`config.mk`:
```
export PLATFORM = sky130hd
export DESIGN_NAME = imm_gen_pipe
export DESIGN_NICKNAME = d
export VERILOG_FILES = /design/src/rtl/imm_gen_pipe.sv
export SDC_FILE = /design/constraint.sdc
export NUM_CORES = 1
export LEC_CHECK = 0
export ABC_AREA = 1
export CAP_MARGIN = 20
export CORE_ASPECT_RATIO = 1.5
export CORE_MARGIN = 1.5
export CORE_UTILIZATION = 40
export CTS_CLUSTER_SIZE = 16
export DETAILED_ROUTE_END_ITERATION = 16
export DONT_BUFFER_PORTS = 1
export PLACE_DENSITY = 0.53
export REMOVE_ABC_BUFFERS = 1
export SETUP_SLACK_MARGIN = 0.05
export SLEW_MARGIN = 20
export SYNTH_ARGS = -nofsm -noshare
export SYNTH_HDL_FRONTEND = slang
export SYNTH_SLANG_ARGS = --single-unit
```
`constraint.sdc`:
```
create_clock -name clk -period 9.29 [get_ports clk]
set_clock_uncertainty 0.1 [all_clocks]
set_input_delay 1.858 -clock clk [delete_from_list [all_inputs] [get_ports clk]]
set_output_delay 1.858 -clock clk [all_outputs]
set_load 0.02 [all_outputs]
```
`src/rtl/imm_gen_pipe.sv`:
```
// Immediate generator for the decode stage: opcode-driven format decode, XLEN
// extension, and a STAGES-deep elastic valid/ready pipeline with flush.
module imm_gen_pipe #(
    parameter int XLEN   = 32,
    parameter int STAGES = 2,
    parameter int CNT_W  = 16
) (
    input  logic             clk,
    input  logic             rst,
    input  logic             flush,
    input  logic             in_valid,
    output logic             in_ready,
    input  logic [31:0]      instr,
    output logic             out_valid,
    input  logic             out_ready,
    output logic [XLEN-1:0]  imm,
    output logic [2:0]       imm_fmt,
    output logic             illegal,
    output logic [CNT_W-1:0] illegal_cnt
);

    localparam logic [2:0] FMT_I       = 3'd0;
    localparam logic [2:0] FMT_B       = 3'd1;
    localparam logic [2:0] FMT_S       = 3'd2;
    localparam logic [2:0] FMT_J       = 3'd3;
    localparam logic [2:0] FMT_U       = 3'd4;
    localparam logic [2:0] FMT_NONE    = 3'd5;
    localparam logic [2:0] FMT_SHAMT   = 3'd6;
    localparam logic [2:0] FMT_ILLEGAL = 3'd7;

    localparam int LAST = STAGES - 1;

    logic [2:0]      fmt_dec;
    logic [31:0]     imm32_dec;
    logic [XLEN-1:0] imm_dec;
    logic            sign_bit;

    logic [STAGES-1:0] valid_q, valid_d;
    logic [STAGES-1:0] ill_q, ill_d;
    logic [STAGES-1:0] stage_ready;
    logic [XLEN-1:0]   imm_q [STAGES];
    logic [XLEN-1:0]   imm_d [STAGES];
    logic [2:0]        fmt_q [STAGES];
    logic [2:0]        fmt_d [STAGES];

    logic [CNT_W-1:0] illegal_cnt_q, illegal_cnt_d;
    logic             in_fire;
    logic             out_fire;

    always_comb begin
        fmt_dec = FMT_ILLEGAL;
        case (instr[6:0])
            7'b0000011, 7'b0001111, 7'b1100111, 7'b1110011: fmt_dec = FMT_I;
            7'b0010011: fmt_dec = (instr[13:12] == 2'b01) ? FMT_SHAMT : FMT_I;
            7'b0100011: fmt_dec = FMT_S;
            7'b1100011: fmt_dec = FMT_B;
            7'b1101111: fmt_dec = FMT_J;
            7'b0110111, 7'b0010111: fmt_dec = FMT_U;
            7'b0110011: fmt_dec = FMT_NONE;
            default:    fmt_dec = FMT_ILLEGAL;
        endcase
    end

    // Build a 32-bit sign-correct value first, then widen by replicating bit 31.
    always_comb begin
        sign_bit  = instr[31];
        imm32_dec = 32'd0;
        imm_dec   = {XLEN{1'b0}};
        case (fmt_dec)
            FMT_I: imm32_dec = {{20{sign_bit}}, instr[31:20]};
            FMT_S: imm32_dec = {{20{sign_bit}}, instr[31:25], instr[11:7]};
            FMT_B: imm32_dec = {{19{sign_bit}}, instr[31], instr[7], instr[30:25],
                                instr[11:8], 1'b0};
            FMT_J: imm32_dec = {{11{sign_bit}}, instr[31], instr[19:12], instr[20],
                                instr[30:21], 1'b0};
            FMT_U: imm32_dec = {instr[31:12], 12'd0};
            default: imm32_dec = 32'd0;
        endcase
        if (fmt_dec == FMT_SHAMT) begin
            imm_dec[5:0] = (XLEN == 64) ? instr[25:20] : {1'b0, instr[24:20]};
        end else begin
            imm_dec        = {XLEN{imm32_dec[31]}};
            imm_dec[31:0]  = imm32_dec;
        end
    end

    // A stage can load if it or any stage downstream of it has a free slot.
    always_comb begin
        for (int i = 0; i < STAGES; i++) begin
            stage_ready[i] = out_ready;
            for (int j = i; j < STAGES; j++) begin
                if (!valid_q[j]) begin
                    stage_ready[i] = 1'b1;
                end
            end
        end
    end

    assign in_ready = stage_ready[0] && !flush;
    assign in_fire  = in_valid && in_ready;
    assign out_fire = valid_q[LAST] && out_ready;

    always_comb begin
        valid_d = valid_q;
        ill_d   = ill_q;
        for (int i = 0; i < STAGES; i++) begin
            imm_d[i] = imm_q[i];
            fmt_d[i] = fmt_q[i];
        end
        if (stage_ready[0]) begin
            valid_d[0] = in_fire;
            if (in_fire) begin
                imm_d[0] = imm_dec;
                fmt_d[0] = fmt_dec;
                ill_d[0] = (fmt_dec == FMT_ILLEGAL);
            end
        end
        for (int i = 1; i < STAGES; i++) begin
            if (stage_ready[i]) begin
                valid_d[i] = valid_q[i-1];
                if (valid_q[i-1]) begin
                    imm_d[i] = imm_q[i-1];
                    fmt_d[i] = fmt_q[i-1];
                    ill_d[i] = ill_q[i-1];
                end
            end
        end
        if (flush) begin
            valid_d = '0;
        end
    end

    always_comb begin
        illegal_cnt_d = illegal_cnt_q;
        if (out_fire && ill_q[LAST] && (illegal_cnt_q != {CNT_W{1'b1}})) begin
            illegal_cnt_d = illegal_cnt_q + CNT_W'(1);
        end
    end

    always_ff @(posedge clk or posedge rst) begin
        if (rst) begin
            valid_q       <= '0;
            ill_q         <= '0;
            illegal_cnt_q <= '0;
            for (int i = 0; i < STAGES; i++) begin
                imm_q[i] <= '0;
                fmt_q[i] <= '0;
            end
        end else begin
            valid_q       <= valid_d;
            ill_q         <= ill_d;
            illegal_cnt_q <= illegal_cnt_d;
            for (int i = 0; i < STAGES; i++) begin
                imm_q[i] <= imm_d[i];
                fmt_q[i] <= fmt_d[i];
            end
        end
    end

    assign out_valid   = valid_q[LAST];
    assign imm         = imm_q[LAST];
    assign imm_fmt     = fmt_q[LAST];
    assign illegal     = ill_q[LAST];
    assign illegal_cnt = illegal_cnt_q;

endmodule

```
==> results.yml, run 1 <==
job:
  maxCapViolCount: 0
finish:
  diodes: 0
  fin_area_um2: 4710
  area_delta_synth_final_pct: 2.89
  layout.nets: 524
  drive_above_1_share: 0.135
  layout_common_cells: "nand2_1 (161), dfrtp_1 (90), inv_1 (41), o21ai_0 (40), mux2_2 (26)"
  final_common_cell: "nand2_1"
  fin_cells: 637
placed_design:
  hpwlAfterDp_um: 6750
  placedCellCount: 622
  gp_congestion: 0.862
  io_buffers: 0
  dpl_cell_area_um2: 4460
setup_path:
  startpoint_type: "input port"
  criticalPathCategory: "in2out"
  crit_slowest_cell: "inv_1"
  endpoint_kind: "output pin"
  critPathArrivalTime_ns: 2.36
  path_max_fanout: 3
  path_cells: "inv_1, nand2_1, nor2_1, inv_1, nand2_1, inv_1"
  crit_family: "simple AND/OR/NAND/NOR gates"
  cp_num_buf_inv: 3
  critical-path-max-stage-delay_ns: 0.11
  crit_required_ns: 7.33
  cpMostUsedCell: "inv_1"
sta:
  tightest_slew_ns: 0.970
  hold_violations: 0
  min_period_ns: 4.31
  fin_tns_setup_ns: 0
  maxSlewHeadroom: 0.349
  finalSetupViolCount: 0
  fin_crit_sh: 0.464
  rsz0062_at_grt: "false"
  slew_violations: 0
  max_freq_mhz: 232
die:
  die_height_um: 134
  fp.coreArea_um2: 11100
  die-width_um: 90.4
  start_util: 0.412
  io_pins: 91
  fp-row-count: 47
  die-area_um2: 12100
min_path:
  hold_path.class: "reg2reg"
grt:
  grt_pass1_vias: 3185
  grt_max_degree: 82
  antenna_found_initial: 0
  grt-ovfl-total: 0
  grt_pass1_wl_um: 16100
  track_usage: 0.168
clocking:
  clk_pin_slew_ns: 0.06
  insertion_delay_ns: 0.33
  cts-root-buf: "clkbuf_16"
  cts-htree-levels: 3
  cts_tree: "done"
  ctsHoldBuffers: 0
  cts.sinks: 90
  numCtsBuffers: 9
  cts_setup_buffers: 0
  post_cts_resize_count: 0
  cts_buffer_depth: 2
logic_synthesis:
  yosysUniqueCellTypes: 32
  synth-seq-cells: 90
  synth-seq-area-share: 0.492
  synth_top_cell_area_share: 0.492
  yosysTopAreaCell: "dfrtp_1"
  syn_avg_cell_area_um2: 8.78
  synth_warnings: 0
  synth_area_um2: 4580
  synth_area_leaders: "dfrtp_1 (49%), nand2_1 (13%), mux2_2 (6.4%)"
  syn_inst: 522
routing:
  avgViaCountPerCell: 4.85
  drt-pass1-iter-count: 4
  drc: 0
  drt_iter0_drc: 107
  wl_um: 9480
  via_count: 3092
  wl_per_cell_um: 14.9
  detail-route-antenna-nets: 0
pwr:
  p_leak_nw: 2.41
  power_density_nw_per_um2: 185
  peakVddDrop_mv: 0.0828
status:
  status: "finished clean"
cells by family after synthesis:
family / count (synthesis) / share of synthesized area
AO/OA/AOI/OAI: 65 / 0.0855
XOR/XNOR: 14 / 0.0268
adder cells (fa/ha/maj): 1 / 0.00273
buffers and inverters: 94 / 0.109
flip-flops: 90 / 0.492
multiplexers: 26 / 0.0639
AND/OR/NAND/NOR: 232 / 0.220
path summary, 6_finish.rpt:
kind	to	startpoint	slack (ns)	cells after the start
worst max-delay path	in_ready	out_ready	4.98	6
max in group asynchronous	imm[6]	rst	6.99	2
min in group asynchronous	illegal_cnt[9]	rst	1.19	1
worst min-delay path	imm_q[47]	imm_q[47]	0.38	2
worst max register to register	imm_q[33]	valid_q[1]	6.20	10
worst min register to register	imm_q[47]	imm_q[47]	0.38	2
per-layer routing:
metal | GRT usage | vias to the layer above | routed length [µm] | share of wire
li1 | - | 1551 | - | -
met1 | 0.193 | 1461 | 3770 | 0.40
met2 | 0.294 | 70 | 4960 | 0.52
met3 | 0.0516 | 10 | 602 | 0.064
met4 | 0.0582 | 0 | 144 | 0.015
met5 | 0 | - | 0 | 0
registers in the layout, summed over array words and instances, names as in the netlist:
| name | count |
|---|---|
| fmt_q | 3 |
| ill_q | 2 |
| valid_q | 2 |
| illegal_cnt | 16 |
| imm_fmt | 3 |
| imm_q | 32 |
| imm | 32 |
area by class of cell:
class	count	area, µm²
Timing Repair Buffer	2	18.8
Inverter	45	171
Tap cell	147	184
Clock inverter	3	17.5
Sequential cell	90	2250
Multi-Input combinational cell	338	1830
Fill cell	1104	6400
Clock buffer	12	236
cell usage after synthesis, drive strengths merged:
master and number:
a21boi 1, a21oi 8, buf 41, clkbuf 8
clkinv 1, dfrtp 90, ha 1, inv 44
mux2 26, nand2 169, nand3 17, nand4 5
nor2 32, nor3 7, nor3b 1, nor4 1
o21ai 40, o21bai 15, o221ai 1, xnor2 5
xor2 9
tightest hold or removal path: stages (launching register included):
cell     delay [ns]
dfrtp_1        0.34
nand2_1        0.05
nand2_1        0.06
per-stage QoR:
stage               utilization  worst slack, ns  power (mW)  hold WS [ns]
floorplan                     -             4.54       0.536         0.345
global placement          0.401             5.00       0.558         0.362
detailed placement        0.401             4.98       0.561         0.365
CTS                       0.424             4.98       0.887         0.384
global route              0.424             4.75       0.917         0.407
finish                    0.424             4.98       0.871         0.377
report_power, final:
group | switching (mW) | internal, mW | leakage, nW | total, mW
sequential | 0.0525 | 0.422 | 1.20 | 0.475
clock | 0.141 | 0.179 | 0.122 | 0.320
combinational | 0.0492 | 0.0274 | 1.09 | 0.0766
total | 0.242 | 0.629 | 2.41 | 0.871
Power figures use the tool's default switching activity.
==> inputs of run 2 (changes only) <==
==> constraint.sdc (replaced) <==
create_clock -name clk -period 4.35 [get_ports clk]
set_clock_uncertainty 0.1 [all_clocks]
set_input_delay 0.87 -clock clk [delete_from_list [all_inputs] [get_ports clk]]
set_output_delay 0.87 -clock clk [all_outputs]
set_load 0.02 [all_outputs]
==> results.yml, run 2 (same netlist as run 1, synthesis figures left out) <==
clocking:
  cts-root-buf: "clkbuf_16"
  post_cts_resize_count: 0
  cts_tree: "done"
  clk_pin_slew_ns: 0.06
  cts_setup_buffers: 0
  numCtsBuffers: 9
  cts.sinks: 90
  cts-htree-levels: 3
  insertion_delay_ns: 0.34
  ctsHoldBuffers: 0
  cts_buffer_depth: 2
sta:
  maxSlewHeadroom: 0.341
  fin_crit_sh: 0.555
  min_period_ns: 2.41
  layout_setup_ws_ns: 1.94
  fin_tns_setup_ns: 0
  holdWs_ns: 0.384
  hold_violations: 0
  rsz0062_at_grt: "false"
  max_freq_mhz: 414
  finalSetupViolCount: 0
  slew_violations: 0
  tightest_slew_ns: 0.986
placed_design:
  pre_cts_slack_ns: 1.71
  gp_congestion: 0.878
  dpl_cell_area_um2: 4460
  hpwlAfterDp_um: 6980
  io_buffers: 0
pwr:
  power_density_nw_per_um2: 405
  p_seq_frac: 0.528
  pwr-share-comb: 0.086
  switching_power_uw: 542
  p_leak_nw: 2.43
  p_clk_frac: 0.386
  internal_power_mw: 1.38
  swShare: 0.282
  peakVddDrop_mv: 0.215
setup_path:
  critPathArrivalTime_ns: 2.53
  crit_required_ns: 4.47
  endpoint_kind: "register"
  startpoint_type: "register"
  criticalPathCategory: "reg2reg"
  path_max_fanout: 12
finish:
  drive_above_1_share: 0.141
  layout.nets: 524
  diodes: 0
  finish.utilization: 0.426
  final_common_cell: "nand2_1"
  fin_area_um2: 4740
  layout_common_cells: "nand2_1 (161), dfrtp_1 (90), inv_1 (42), o21ai_0 (40), mux2_2 (26)"
  area_delta_synth_final_pct: 3.44
die:
  io_pins: 91
  die-width_um: 90.4
  die-area_um2: 12100
  fp-row-count: 47
  die_height_um: 134
  start_util: 0.412
  fp.coreArea_um2: 11100
routing:
  drt-pass1-iter-count: 4
  drt_iter0_drc: 150
  wl_per_cell_um: 15.2
  avgViaCountPerCell: 4.92
  drc: 0
  wl_um: 9710
  detail-route-antenna-nets: 0
  via_count: 3139
grt:
  track_usage: 0.170
  grt_pass1_vias: 3084
  antenna_found_initial: 0
  grt_pass1_wl_um: 15800
  grt-ovfl-total: 0
  grt_max_degree: 63
min_path:
  hold_path.class: "reg2reg"
job:
  maxCapViolCount: 0
status:
  status: "finished clean"
run 2: cell types whose count changed in the layout (fill, tap and decap cells not counted), sizes merged:
cell / previous run / this run
inv: 43 / 44
run 2: worst max-delay path, cell delays in order, from the launching register on:
cell,delay [ns]
dfrtp_1,0.50
ha_1,0.25
nand3_1,0.16
nor2_1,0.08
nand3_1,0.06
nand2_1,0.23
nor3_1,0.55
nand3_1,0.18
xnor2_1,0.17
run 2: worst paths after layout:
check,from,to,slack [ns],cells past startpoint
setup reg to reg,illegal_cnt[1],illegal_cnt[7],1.94,8
min in group asynchronous,rst,illegal_cnt[10],0.42,1
setup / recovery,illegal_cnt[1],illegal_cnt[7],1.94,8
hold / removal,imm_q[46],imm_q[46],0.38,2
max in group asynchronous,rst,imm_q[54],2.85,2
hold reg to reg,imm_q[46],imm_q[46],0.38,2
run 2: cell type report:
cell class	count	area [µm²]
clock buffer	12	256
clock inverter	4	26.3
fill	1112	6370
inverter	45	171
multi-input combinational	338	1830
sequential	90	2250
tap	147	184
timing repair buffer	2	15.0
run 2: metal layers:
metal	track usage	vias to the layer above	share of wire
li1	-	1550	-
met1	0.192	1499	0.40
met2	0.296	78	0.52
met3	0.0510	12	0.064
met4	0.0758	0	0.020
met5	0	-	0
run 2: power groups by stage:
stage	clock (mW)	combinational [mW]	sequential, mW
2_1_floorplan	0	0.133	1.01
3_3_place_gp	0	0.164	1.03
3_5_place_dp	0	0.169	1.03
4_1_cts	0.764	0.169	1.02
5_1_grt	0.798	0.192	1.02
6_report	0.741	0.165	1.01
run 2: stage by stage:
stage	cells	power, mW
final	638	1.92
after floorplan	473	1.14
after detailed placement	622	1.20
after global routing	638	2.01
after CTS	638	1.95
after global placement	622	1.19
==> inputs of run 3 (changes only) <==
==> constraint.sdc (replaced) <==
create_clock -name clk -period 2.3 [get_ports clk]
set_clock_uncertainty 0.1 [all_clocks]
set_input_delay 0.46 -clock clk [delete_from_list [all_inputs] [get_ports clk]]
set_output_delay 0.46 -clock clk [all_outputs]
set_load 0.02 [all_outputs]
==> results.yml, run 3 (same netlist as run 1, synthesis figures left out) <==
status:
  status: "finished clean"
setup_path:
  criticalPathCategory: "reg2reg"
  cpMostUsedCell: "nand3_1"
  startpoint_type: "register"
  crit_family: "simple AND/OR/NAND/NOR gates"
  critical-path-max-stage-delay_ns: 0.38
  path_cells: "ha_1, nand3_1, nor2_1, nand3_1, nand2_1, nor3_2, nand3_1, xnor2_1"
  cp_num_buf_inv: 0
  crit_slowest_cell: "dfrtp_1"
  endpoint_kind: "register"
  critPathArrivalTime_ns: 2.04
  crit_required_ns: 2.44
  path_max_fanout: 6
grt:
  grt-ovfl-total: 0
  grt_pass1_vias: 3427
  track_usage: 0.181
  grt_max_degree: 40
  grt_pass1_wl_um: 17100
  antenna_found_initial: 0
routing:
  wl_per_cell_um: 15.3
  drt_iter0_drc: 123
  avgViaCountPerCell: 4.85
  wl_um: 10000
  detail-route-antenna-nets: 0
  drc: 0
  drt-pass1-iter-count: 4
  via_count: 3177
sta:
  maxSlewHeadroom: 0.740
  slew_violations: 0
  fin_tns_setup_ns: 0
  min_period_ns: 1.90
  hold_violations: 0
  holdWs_ns: 0.0747
  fin_crit_sh: 0.828
  tightest_slew_ns: 0.389
  finalSetupViolCount: 0
  max_freq_mhz: 525
  layout_setup_ws_ns: 0.395
  rsz0062_at_grt: "false"
placed_design:
  gp_congestion: 0.839
  pre_cts_slack_ns: 0.122
  io_buffers: 0
  hpwlAfterDp_um: 7520
clocking:
  cts_tree: "done"
  clk_pin_slew_ns: 0.07
  insertion_delay_ns: 0.35
  cts-root-buf: "clkbuf_16"
  cts-htree-levels: 3
  numCtsBuffers: 9
  cts.sinks: 90
  cts_buffer_depth: 2
die:
  die-area_um2: 12100
  io_pins: 91
  die-width_um: 90.4
  die_height_um: 134
  start_util: 0.412
  fp.coreArea_um2: 11100
  fp-row-count: 47
finish:
  area_delta_synth_final_pct: 6.77
  fill_cells: 1121
  multi_input_area_um2: 1840
  final_common_cell: "nand2_1"
  layout.nets: 543
  drive_above_1_share: 0.169
  regArea_um2: 2250
  layout_common_cells: "nand2_1 (161), dfrtp_1 (90), inv_1 (42), o21ai_0 (40), mux2_2 (26)"
  diodes: 0
  finish.utilization: 0.440
job:
  maxCapViolCount: 0
pwr:
  peakVddDrop_mv: 0.339
  p_leak_nw: 2.52
  power_density_nw_per_um2: 742
min_path:
  hold_path.class: "in2reg"
run 3: cell types whose count changed in the layout (fill, tap and decap cells not counted):
cell	change
buf_12	+2
clkbuf_8	-1
nor3_2	+1
nor3_1	-1
clkinv_4	-1
dlygate4sd3_1	+1
buf_4	+16
run 3: stage by stage:
step / cell area (µm²) / instances / power, mW
after floorplan: 4250 / 473 / 2.17
after global placement: 4620 / 640 / 2.32
after detailed placement: 4620 / 640 / 2.33
after CTS: 4890 / 655 / 3.67
after global routing: 4890 / 655 / 3.81
final: 4890 / 655 / 3.63
run 3: layout make-up:
cell class                 count  area share
timing repair buffer          21      0.0379
multi-input combinational    338       0.376
sequential                    90       0.460
tap                          147      0.0376
clock inverter                 3     0.00358
inverter                      45      0.0350
clock buffer                  11      0.0496
run 3: routing by layer:
layer	vias up	track usage	wire (µm)
met5	-	0	0
met4	0	0.0688	158
met3	16	0.0578	568
met2	68	0.325	5260
met1	1501	0.199	4010
li1	1592	-	-
run 3: power by group:
part / internal (mW) / switching (mW) / leakage, nW
registers: 1.71 / 0.150 / 1.20
logic: 0.161 / 0.279 / 1.19
clock network: 0.746 / 0.588 / 0.127
total: 2.61 / 1.02 / 2.52
run 3: path summary, 6_finish.rpt:
path | cells past startpoint | slack (ns) | from | end
worst max-delay path | 8 | 0.40 | illegal_cnt[0] | illegal_cnt[7]
worst min-delay path | 1 | 0.07 | flush | valid_q[1]
worst max register to register | 8 | 0.40 | illegal_cnt[0] | illegal_cnt[7]
worst min register to register | 2 | 0.38 | imm_q[50] | imm_q[50]
max in group asynchronous | 3 | 1.05 | rst | illegal_cnt[0]
min in group asynchronous | 2 | 0.48 | rst | illegal_cnt[9]
run 3: what timing repair did:
action	in CTS	in global routing
buffers inserted	0	0
hold buffers	1	0
endpoints found under the setup margin	0	3
hold endpoints to repair	25	0
gates resized for setup	0	1
